===== src/rtl/uart_tx.sv =====
// UART transmitter: drains a show-ahead byte FIFO, one byte per 8N1 frame, LSB first.
// Define UART_TX_PARITY_EN to insert an even-parity bit between the data and stop bits.
module uart_tx #(
    parameter int CLKS_PER_BIT = 868,
    parameter int STOP_BITS    = 1
) (
    input  logic       clk,
    input  logic       rst_n,
    input  logic       tx_en,
    input  logic       fifo_empty,
    input  logic [7:0] fifo_rd_data,
    output logic       fifo_rd_en,
    output logic       tx,
    output logic       busy,
    output logic       tx_done
);
    localparam int CW = $clog2(CLKS_PER_BIT);
    localparam logic [CW-1:0] BAUD_MAX  = CW'(CLKS_PER_BIT - 1);
    localparam logic [2:0]    STOP_LAST = 3'(STOP_BITS - 1);

    localparam logic [2:0] IDLE   = 3'd0;
    localparam logic [2:0] START  = 3'd1;
    localparam logic [2:0] DATA   = 3'd2;
`ifdef UART_TX_PARITY_EN
    localparam logic [2:0] PARITY = 3'd3;
`endif
    localparam logic [2:0] STOP   = 3'd4;

    logic [2:0]    state_reg, state_next;
    logic [CW-1:0] baud_reg, baud_next;
    logic [2:0]    bit_idx_reg, bit_idx_next;
    logic [7:0]    shifter_reg, shifter_next;
    logic          tx_reg, tx_next;
    logic          done_reg, done_next;
    logic          baud_done;

`ifdef UART_TX_PARITY_EN
    logic parity_reg;

    // Parity is taken from the byte as popped, before the shifter starts consuming it.
    always_ff @(posedge clk or negedge rst_n) begin
        if (!rst_n) begin
            parity_reg <= 1'b0;
        end else if (fifo_rd_en) begin
            parity_reg <= ^fifo_rd_data;
        end
    end
`endif

    assign fifo_rd_en = rst_n && (state_reg == IDLE) && tx_en && !fifo_empty;
    assign baud_done  = (baud_reg == BAUD_MAX);

    always_comb begin
        state_next   = state_reg;
        baud_next    = baud_reg + 1'b1;
        bit_idx_next = bit_idx_reg;
        shifter_next = shifter_reg;
        done_next    = 1'b0;
        tx_next      = 1'b1;
        case (state_reg)
            IDLE: begin
                baud_next = '0;
                if (fifo_rd_en) begin
                    state_next   = START;
                    shifter_next = fifo_rd_data;
                    bit_idx_next = 3'd0;
                end
            end
            START: begin
                tx_next = 1'b0;
                if (baud_done) begin
                    state_next = DATA;
                    baud_next  = '0;
                end
            end
            DATA: begin
                tx_next = shifter_reg[0];
                if (baud_done) begin
                    baud_next    = '0;
                    shifter_next = shifter_reg >> 1;
                    bit_idx_next = bit_idx_reg + 3'd1;
                    if (bit_idx_reg == 3'd7) begin
`ifdef UART_TX_PARITY_EN
                        state_next = PARITY;
`else
                        state_next = STOP;
`endif
                    end
                end
            end
`ifdef UART_TX_PARITY_EN
            PARITY: begin
                tx_next = parity_reg;
                if (baud_done) begin
                    baud_next  = '0;
                    state_next = STOP;
                end
            end
`endif
            STOP: begin
                // bit_idx wrapped to 0 after data bit 7 and now counts stop bits.
                if (baud_done) begin
                    baud_next = '0;
                    if (bit_idx_reg == STOP_LAST) begin
                        state_next   = IDLE;
                        bit_idx_next = 3'd0;
                        done_next    = 1'b1;
                    end else begin
                        bit_idx_next = bit_idx_reg + 3'd1;
                    end
                end
            end
            default: begin
                state_next = IDLE;
                baud_next  = '0;
            end
        endcase
    end

    always_ff @(posedge clk or negedge rst_n) begin
        if (!rst_n) begin
            state_reg   <= IDLE;
            baud_reg    <= '0;
            bit_idx_reg <= 3'd0;
            shifter_reg <= 8'd0;
            tx_reg      <= 1'b1;
            done_reg    <= 1'b0;
        end else begin
            state_reg   <= state_next;
            baud_reg    <= baud_next;
            bit_idx_reg <= bit_idx_next;
            shifter_reg <= shifter_next;
            tx_reg      <= tx_next;
            done_reg    <= done_next;
        end
    end

    // The line lags the state by one cycle, giving the pop-to-start-bit gap.
    assign tx      = tx_reg;
    assign busy    = (state_reg != IDLE);
    assign tx_done = done_reg;

endmodule

===== config.mk =====
export PLATFORM = sky130hd
export DESIGN_NAME = uart_tx
export DESIGN_NICKNAME = d
export VERILOG_FILES = /design/src/rtl/uart_tx.sv
export SDC_FILE = /design/constraint.sdc
export NUM_CORES = 1
export LEC_CHECK = 0
export ABC_AREA = 1
export BUFFER_PORTS_ARGS = -buffer_cell sky130_fd_sc_hd__buf_2
export CORE_UTILIZATION = 35
export CTS_BUF_LIST = sky130_fd_sc_hd__clkbuf_8
export CTS_CLUSTER_DIAMETER = 120
export DETAILED_ROUTE_END_ITERATION = 16
export GPL_ROUTABILITY_DRIVEN = 1
export GPL_TIMING_DRIVEN = 0
export PLACE_DENSITY = 0.64
export SLEW_MARGIN = 0
export SYNTH_ARGS = -nofsm -noshare
export SYNTH_HDL_FRONTEND = slang
export SYNTH_SLANG_ARGS = --single-unit

===== constraint.sdc =====
create_clock -name clk -period 1.45 [get_ports clk]
set_input_delay 0.29 -clock clk [delete_from_list [all_inputs] [get_ports clk]]
set_output_delay 0.29 -clock clk [all_outputs]
set_load 0.1 [all_outputs]

### Word-level counts from Yosys, hierarchy flattened

Index checks and enable logic that the tools add are counted.

* bits in registers: 26
* bits of input ports: 12
* output and inout port bits: 4
* logic and storage cells: 53

* add/subtract/negate cells: 2
* equality and inequality tests: 11
* multiplexer cells: 21
* reductions and logical operators: 13

Operators with widths (number)
* $mux W3: 10
* $mux W10: 2
* $mux W8: 2
* $pmux W8 S2: 1
* $ne A2 B2 Y1 const B: 6
* $pmux W3 S4: 1
* $add A10 B1 Y10 const B: 1
* $eq A10 B10 Y1 const B: 1
* $pmux W3 S3: 1
* $eq A3 B3 Y1 const B: 2
* $logic_not A3 Y1: 2
* $reduce_and A6 Y1: 1
* $reduce_bool A3 Y1: 2
* $reduce_and A4 Y1: 1
* $add A3 B1 Y3 const B: 1
* $eq A3 B1 Y1 const B: 1
* $eq A3 B2 Y1 const B: 1
* $logic_and A1 B1 Y1: 3
* $mux W1: 3
* $reduce_and A3 Y1: 1
* $reduce_or A3 Y1: 1
* $pmux W1 S2: 1
* $reduce_bool A2 Y1: 1
* $logic_not A1 Y1: 1

### Logic depth before layout (Yosys ltp)

Gate-level depths: netlist of the first run.

* depth in word-level cells: 6
* mapped depth: 9
* mapped depth without buffers: 9

### Worst setup path before layout of the first run

No wires, ideal clock.

* kind: register to register
* start: register state_reg[1]
* end: register bit_idx_reg[0]
* data arrival time: 1788 ps
* required time: 1384 ps
* setup slack: -404 ps
* stages on the path, launching flop included: 8
* period minus slack after synthesis: 1854 ps
* cells stage by stage: dfrtp_1 -> nor2_2 -> nand2_1 -> nor2_1 -> nor2_1 -> nand3_1 -> nand2_1 -> nand2_1

* longest elaborated chain between the ends: 6
* elaborated cells on any way between the ends: 12
* classes of those cells: eq/ne: 5; mux: 1; reduce/logical: 6

Ends and longest elaborated chain
* from (decl): RTL line 29 `logic [2:0] state_reg, state_next;`
* from (signal assigned): RTL line 129 `state_reg <= state_next;`
* $logic_not A3 Y1: RTL line 50, 60
* $logic_and A1 B1 Y1 (3 in a row): RTL line 50 `assign fifo_rd_en = rst_n && (state_reg == IDLE) && tx_en && !fifo_empty;`
* $ne A2 B2 Y1 (no source line)
* $reduce_and A4 Y1 (no source line)
* to (signal assigned): RTL line 131 `bit_idx_reg <= bit_idx_next;`
* to (decl): RTL line 31 `logic [2:0] bit_idx_reg, bit_idx_next;`

Parallel ways exist; a longest one is shown, timed or not.
A chain may end at the register's enable or synchronous reset.

### Worst setup path after layout of the first run

* start: register state_reg[0]
* end: output fifo_rd_en

* longest elaborated chain between the ends: 4

Ends and longest elaborated chain
* $logic_not A3 Y1: RTL line 50
* $logic_and A1 B1 Y1 (3 in a row): RTL line 50
* to (decl): RTL line 12 `output logic fifo_rd_en,`

No other way between the ends.

==> results of run 1 <==
## kinds of logic after synthesis
| family | count (synthesis) |
|---|---|
| compound gates | 8 |
| fa+ha+maj | 4 |
| flops | 26 |
| buf+inv | 21 |
| xor+xnor | 3 |
| simple gates | 129 |
## area by class of cell
| class | instances | area share (%) |
|---|---|---|
| repair buffers | 34 | 14.57 |
| inverters | 18 | 3.690 |
| clock buffers | 4 | 2.752 |
| multi-input cells | 144 | 41.28 |
| flip-flops and latches | 26 | 32.71 |
| well taps | 50 | 3.127 |
| plain buffers | 3 | 1.876 |
## critical path, stage by stage, from the launching register on
cell,delay [ns]
dfrtp_1,0.42
nor2_4,0.16
nand3_4,0.11
clkinvlp_4,0.12
buf_12,0.17
## layer usage
layer,up-vias,global-route usage (%)
met2,22,26.91
met1,655,24.24
met3,4,2.069
li1,684,-
met4,0,5.585
met5,-,0
## repair_timing
item / in CTS / in global routing
hold endpoints to repair: 25 / 0
endpoints found under the setup margin: 16 / 21
gates resized for setup: 18 / 27
setup buffers: 5 / 12
hold buffers: 2 / 0
pin swaps: 2 / 10
## metrics by stage
stage	cell area, µm²	power [mW]
2_1_floorplan	1474	0.7490
3_3_place_gp	1612	0.7791
3_5_place_dp	1612	0.7790
4_1_cts	1793	1.270
5_1_grt	2001	1.300
6_report	2001	1.270
## power breakdown
group / total, mW / internal [mW] / switching [mW]
clock network: 0.493 / 0.244 / 0.250
registers: 0.725 / 0.725 / 0
logic: 0.0519 / 0.0253 / 0.0267
## placed cells by master (no fill, tap or decap), drive strengths merged, types with 3 or more instances in the layout
cell / count
nor3b: 3
nand2: 77
nor2: 20
ha: 4
inv: 17
clkbuf: 4
o21ai: 5
buf: 36
nand4: 8
dfrtp: 25
nand3: 19
## how the worst max path moves through the flow
stage                      start        endpoint  slack, ns  depth (start not counted)
finish              state_reg[0]      fifo_rd_en      -0.11                          4
global route        state_reg[0]      fifo_rd_en      -0.13                          4
CTS                 state_reg[1]            busy      -0.08                          4
detailed placement         rst_n      fifo_rd_en      -0.67                          6
global placement           rst_n      fifo_rd_en      -0.67                          6
floorplan           state_reg[2]  shifter_reg[7]       0.03                          5
==> results.py, run 1 <==
metrics = {
    "setup_path": {
        "cp.required_ns": 1.16,
        "reg2reg_slack_ns": 0.01,
        "rr_worst_depth": 8,
        "reg2reg_to": "bit_idx_reg[2]",
        "setup.worst_path.class": "reg2out",
        "rr_startpoint": "state_reg[0]",
        "end_kind": "output pin",
        "critPathMaxFanout": 2,
        "worstPathArrival_ns": 1.27,
        "cp-start-kind": "flop",
    },
    "yosys": {
        "netlist_top_cells_area": "dfrtp_1 (43%), nand2_1 (19%), nand3_1 (5.9%), nor2_1 (4.7%), inv_1 (4.1%)",
        "ys.flop_type": "dfrtp_1",
        "yosysWarnings": 0,
        "synth_xor_xnor_area_share_pct": 1.809,
        "syn_area_mm2": 0.001453,
        "ys_top_cells_by_count": "nand2_1 (73), dfrtp_1 (25), nor2_1 (18)",
        "synth_simple_gate_area_share_pct": 40.22,
        "synth_compound_area_share_pct": 2.929,
        "synth_edf_count": 0,
        "synthAdderAreaFrac_pct": 3.445,
        "ys_async_sr_fraction_pct": 100.0,
        "yosysTopAreaCellShare_pct": 43.07,
        "avgSynthCellArea_um2": 7.605,
        "syn_nets": 207,
        "yosysMostFrequentCell": "nand2_1",
        "syn-instance-count": 191,
        "synth_cell_types": 23,
        "synth_top_family_by_area": "simple AND/OR/NAND/NOR gates",
        "muxShareOfSynthArea_pct": 0,
        "seq_area_frac_synth_pct": 44.88,
        "synth_top_area_cell": "dfrtp_1",
        "synth.ff_latch_count": 26,
    },
    "run_status": {
        "violations": "setup timing",
        "status": "finished, violations left",
    },
    "clock_network": {
        "h-tree-depth": 1,
        "path_clk_slew_ns": 0.10,
        "cts_sinks": 26,
        "cts_tree": "yes",
        "cts-root-buf": "clkbuf_8",
        "clkLatencyLatePin_ns": 0.28,
        "cts_buffers": 3,
        "clockBufferDepth": 2,
    },
    "power": {
        "cellLeakagePower_nw": 1.001,
        "peakVddDrop_uv": 265.1,
        "power_density_mw_per_mm2": 634.7,
    },
    "global_route": {
        "grt_use_total_pct": 17.11,
        "grt_pass1_wl_um": 5644,
        "grt_max_degree": 26,
        "grt_antenna_before_repair": 0,
        "overflow": 0,
        "grt_pass1_vias": 1211,
    },
    "min_path": {
        "hold_path_end": "shifter_reg[7]",
        "hold_path_class": "in2reg",
        "hp-start": "fifo_rd_data[7]",
        "whs_path_depth": 3,
    },
    "drt": {
        "top_layer": "met4",
        "routed_via_density": 4.892,
        "wl_met1_um": 1703,
        "avgRoutedWirePerCell_um": 12.60,
        "wl_met3_um": 65,
        "wl_um": 3515,
        "route.vias.total": 1365,
        "dr.pass1.iters": 4,
        "drc_errors": 0,
        "ant_nets": 0,
        "wl_met2_um": 1701,
        "drtIter0Drc": 81,
    },
    "final_layout": {
        "multi_input_area_um2": 825.8,
        "n_antenna_cell": 0,
        "final-seq-area_um2": 654.4,
        "instances_no_fill": 279,
        "synthToLayoutAreaGrowth_pct": 37.73,
        "final_util_pct": 50.02,
        "largest_register_ffs": 10,
        "nFillCells": 377,
        "drive_gt1_share_pct": 31.88,
        "fin_nets": 246,
    },
    "timing": {
        "fin_crit_ns": 1.555,
        "fin_ws_ns": -0.1055,
        "fin_crit_sh_pct": 107.3,
        "slew_violations": 0,
        "tns_ns": -0.1508,
        "final_hold_viol_count": 0,
        "worst-slew-pin-transition_ns": 0.4854,
        "slew_headroom_pct": 67.86,
        "fin_skew_ns": 0.002865,
        "whs_ns": 0.2302,
        "rsz0062_at_grt": "yes",
        "max_freq_ghz": 0.6429,
        "setup_viol": 2,
    },
    "floorplanning": {
        "rows": 23,
        "core_mm2": 0.004000,
        "start_util_pct": 36.32,
        "dieArea_mm2": 0.004412,
        "ios": 16,
        "die_width_um": 66.43,
        "die-height_um": 66.43,
    },
    "place": {
        "routabilityCongestion": 0.8006,
        "preCtsSetupSlack_ns": -0.6712,
        "place.port_buffers": 15,
        "dp_cells": 256,
        "dp_hpwl_um": 2101,
    },
    "job": {
        "cap_viol_max_count": 0,
    },
}
No activity file was read; power rests on OpenSTA's default activity.
==> run 2: changes to the inputs <==
Settings changed: CELL_PAD_IN_SITES_DETAIL_PLACEMENT set to 1, CELL_PAD_IN_SITES_GLOBAL_PLACEMENT set to 1, CORE_MARGIN set to 5, PLACE_DENSITY 0.64 to 0.79.
==> run 2 against run 1 <==
Net effect:
- die area is 26% higher
- final cell count is 1.8% lower
- the run still ends with setup timing left
- critical endpoint unchanged
- global-route usage is 1.2 points lower
- combinational power hardly changed
==> results.py, run 2 (synthesis gave the netlist of run 1 again) <==
metrics = {
    "run_status": {
        "status": "finished, violations left",
        "violations": "setup timing",
    },
    "floorplanning": {
        "ios": 16,
        "die_width_um": 74.43,
        "start_util_pct": 36.32,
        "dieArea_mm2": 0.005539,
        "core_mm2": 0.004000,
        "rows": 23,
        "die-height_um": 74.43,
    },
    "clock_network": {
        "cts_sinks": 26,
        "clockBufferDepth": 2,
        "cts_buffers": 3,
        "cts_tree": "yes",
        "path_clk_slew_ns": 0.10,
        "h-tree-depth": 1,
        "clkLatencyLatePin_ns": 0.28,
        "cts-root-buf": "clkbuf_8",
    },
    "global_route": {
        "grtUsageMet3_pct": 2.568,
        "grt_antenna_before_repair": 0,
        "top_usage_layer": "met2",
        "grtUsageMet1_pct": 22.05,
        "grt_pass1_wl_um": 6748,
        "overflow": 0,
        "grt_pass1_vias": 1454,
        "grt_max_degree": 26,
        "gr-usage-met2_pct": 24.59,
        "grt_use_total_pct": 15.93,
    },
    "setup_path": {
        "reg2reg_slack_ns": -0.01,
        "worstPathArrival_ns": 1.27,
        "critPathMaxFanout": 2,
        "cp-start-kind": "flop",
        "cp.required_ns": 1.16,
        "critical_path.cell_chain": "nor2_4 > nand3_4 > clkinvlp_4 > buf_12",
        "rr_worst_depth": 7,
        "setup.worst_path.class": "reg2out",
        "cpMaxStageDelayCell": "dfrtp_1",
        "reg2reg_to": "bit_idx_reg[2]",
        "rr_startpoint": "state_reg[1]",
        "max_stage_delay_ns": 0.43,
        "end_kind": "output pin",
        "startpoint": "state_reg[0]",
    },
    "timing": {
        "whs_ns": 0.2367,
        "slew_headroom_pct": 67.91,
        "fin_skew_ns": 0.01049,
        "worst-slew-pin-transition_ns": 0.4847,
        "setup_viol": 6,
        "fin_crit_ns": 1.557,
        "fin_crit_sh_pct": 107.4,
        "fin_ws_ns": -0.1069,
        "final_hold_viol_count": 0,
        "tns_ns": -0.2186,
        "rsz0062_at_grt": "yes",
        "max_freq_ghz": 0.6423,
        "slew_violations": 0,
    },
    "drt": {
        "wl_um": 4245,
        "drtIter0Drc": 70,
        "drc_errors": 0,
        "dr.pass1.iters": 4,
        "routed_via_density": 5.106,
        "route.vias.total": 1399,
        "ant_nets": 0,
        "avgRoutedWirePerCell_um": 15.49,
    },
    "final_layout": {
        "largest_register_ffs": 10,
        "multi_input_area_um2": 864.6,
        "final-seq-area_um2": 654.4,
        "final_common_cell": "nand2_1",
        "synthToLayoutAreaGrowth_pct": 36.69,
        "drive_gt1_share_pct": 31.70,
        "final_util_pct": 49.64,
        "nFillCells": 488,
        "final_cell_mix": "nand2_1 (65), dfrtp_1 (23), inv_1 (15)",
        "fin_nets": 241,
        "n_antenna_cell": 0,
    },
    "place": {
        "routabilityCongestion": 0.8261,
        "place.port_buffers": 15,
        "dp_hpwl_um": 2494,
    },
    "power": {
        "pwr-share-comb_pct": 4.3,
        "p_int_mw": 0.9395,
        "p_total_mw": 1.209,
        "p_sw_mw": 0.2693,
        "peakVddDrop_uv": 435.3,
        "p_sw_share_pct": 22.27,
        "clock_power_share_pct": 35.8,
        "cellLeakagePower_nw": 0.9785,
        "p_seq_share_pct": 59.9,
        "power_density_mw_per_mm2": 608.8,
    },
    "min_path": {
        "whs_path_depth": 3,
        "hp-start": "fifo_rd_data[7]",
        "hold_path_end": "shifter_reg[7]",
        "hold_path_class": "in2reg",
    },
    "job": {
        "cap_viol_max_count": 0,
    },
}
==> run 2: power by group through the flow <==
| stage | Clock, mW | Sequential (mW) | Combinational, mW |
|---|---|---|---|
| final | 0.433 | 0.725 | 0.0516 |
| after global routing | 0.476 | 0.725 | 0.0605 |
| after floorplan | 0 | 0.739 | 0.00995 |
| after global placement | 0 | 0.739 | 0.0399 |
| after CTS | 0.454 | 0.725 | 0.0528 |
| after detailed placement | 0 | 0.739 | 0.0406 |
==> run 2: worst max path at each step <==
stage                endpoint  slack, ns  cells after the start
2_1_floorplan  shifter_reg[7]       0.03                      5
3_3_place_gp       fifo_rd_en      -0.66                      6
3_5_place_dp       fifo_rd_en      -0.66                      6
4_1_cts                  busy      -0.11                      4
5_1_grt            fifo_rd_en      -0.18                      4
6_report           fifo_rd_en      -0.11                      4
==> run 2: timing repair <==
| item | 4_1_cts | 5_1_grt |
|---|---|---|
| endpoints found under the setup margin | 16 | 21 |
| gates resized for setup | 19 | 36 |
| pin swaps | 3 | 9 |
| hold buffers | 2 | 0 |
| buffers inserted | 8 | 4 |
| endpoints found under the hold margin | 25 | 0 |
==> run 2: area by class of cell <==
type | instances | area share [%]
plain buffers | 3 | 2.142
inverters | 18 | 3.844
clock inverters | 1 | 0.1890
flip-flops and latches | 26 | 32.96
multi-input cells | 144 | 43.54
well taps | 50 | 3.151
clock buffers | 3 | 2.079
repair buffers | 29 | 12.10
==> run 2: per-stage QoR <==
stage	cell area (µm²)	instances	setup slack, ns
finish	1986	274	-0.1069
global route	1986	274	-0.1821
floorplan	1474	191	0.03454
global placement	1612	256	-0.6555
detailed placement	1612	256	-0.6589
CTS	1809	270	-0.1107
==> run 2: layer usage <==
layer | vias to the layer above | wire length [µm]
met5 | - | 0
met4 | 0 | 91
met3 | 10 | 117
met2 | 22 | 2075
met1 | 692 | 1962
li1 | 675 | -
==> run 2: critical path: cells and delay by family, from the launching register on <==
| kind | cells | cell delay (ns) |
|---|---|---|
| and+or+nand+nor | 2 | 0.28 |
| DFF | 1 | 0.43 |
| buffers and inverters | 2 | 0.28 |
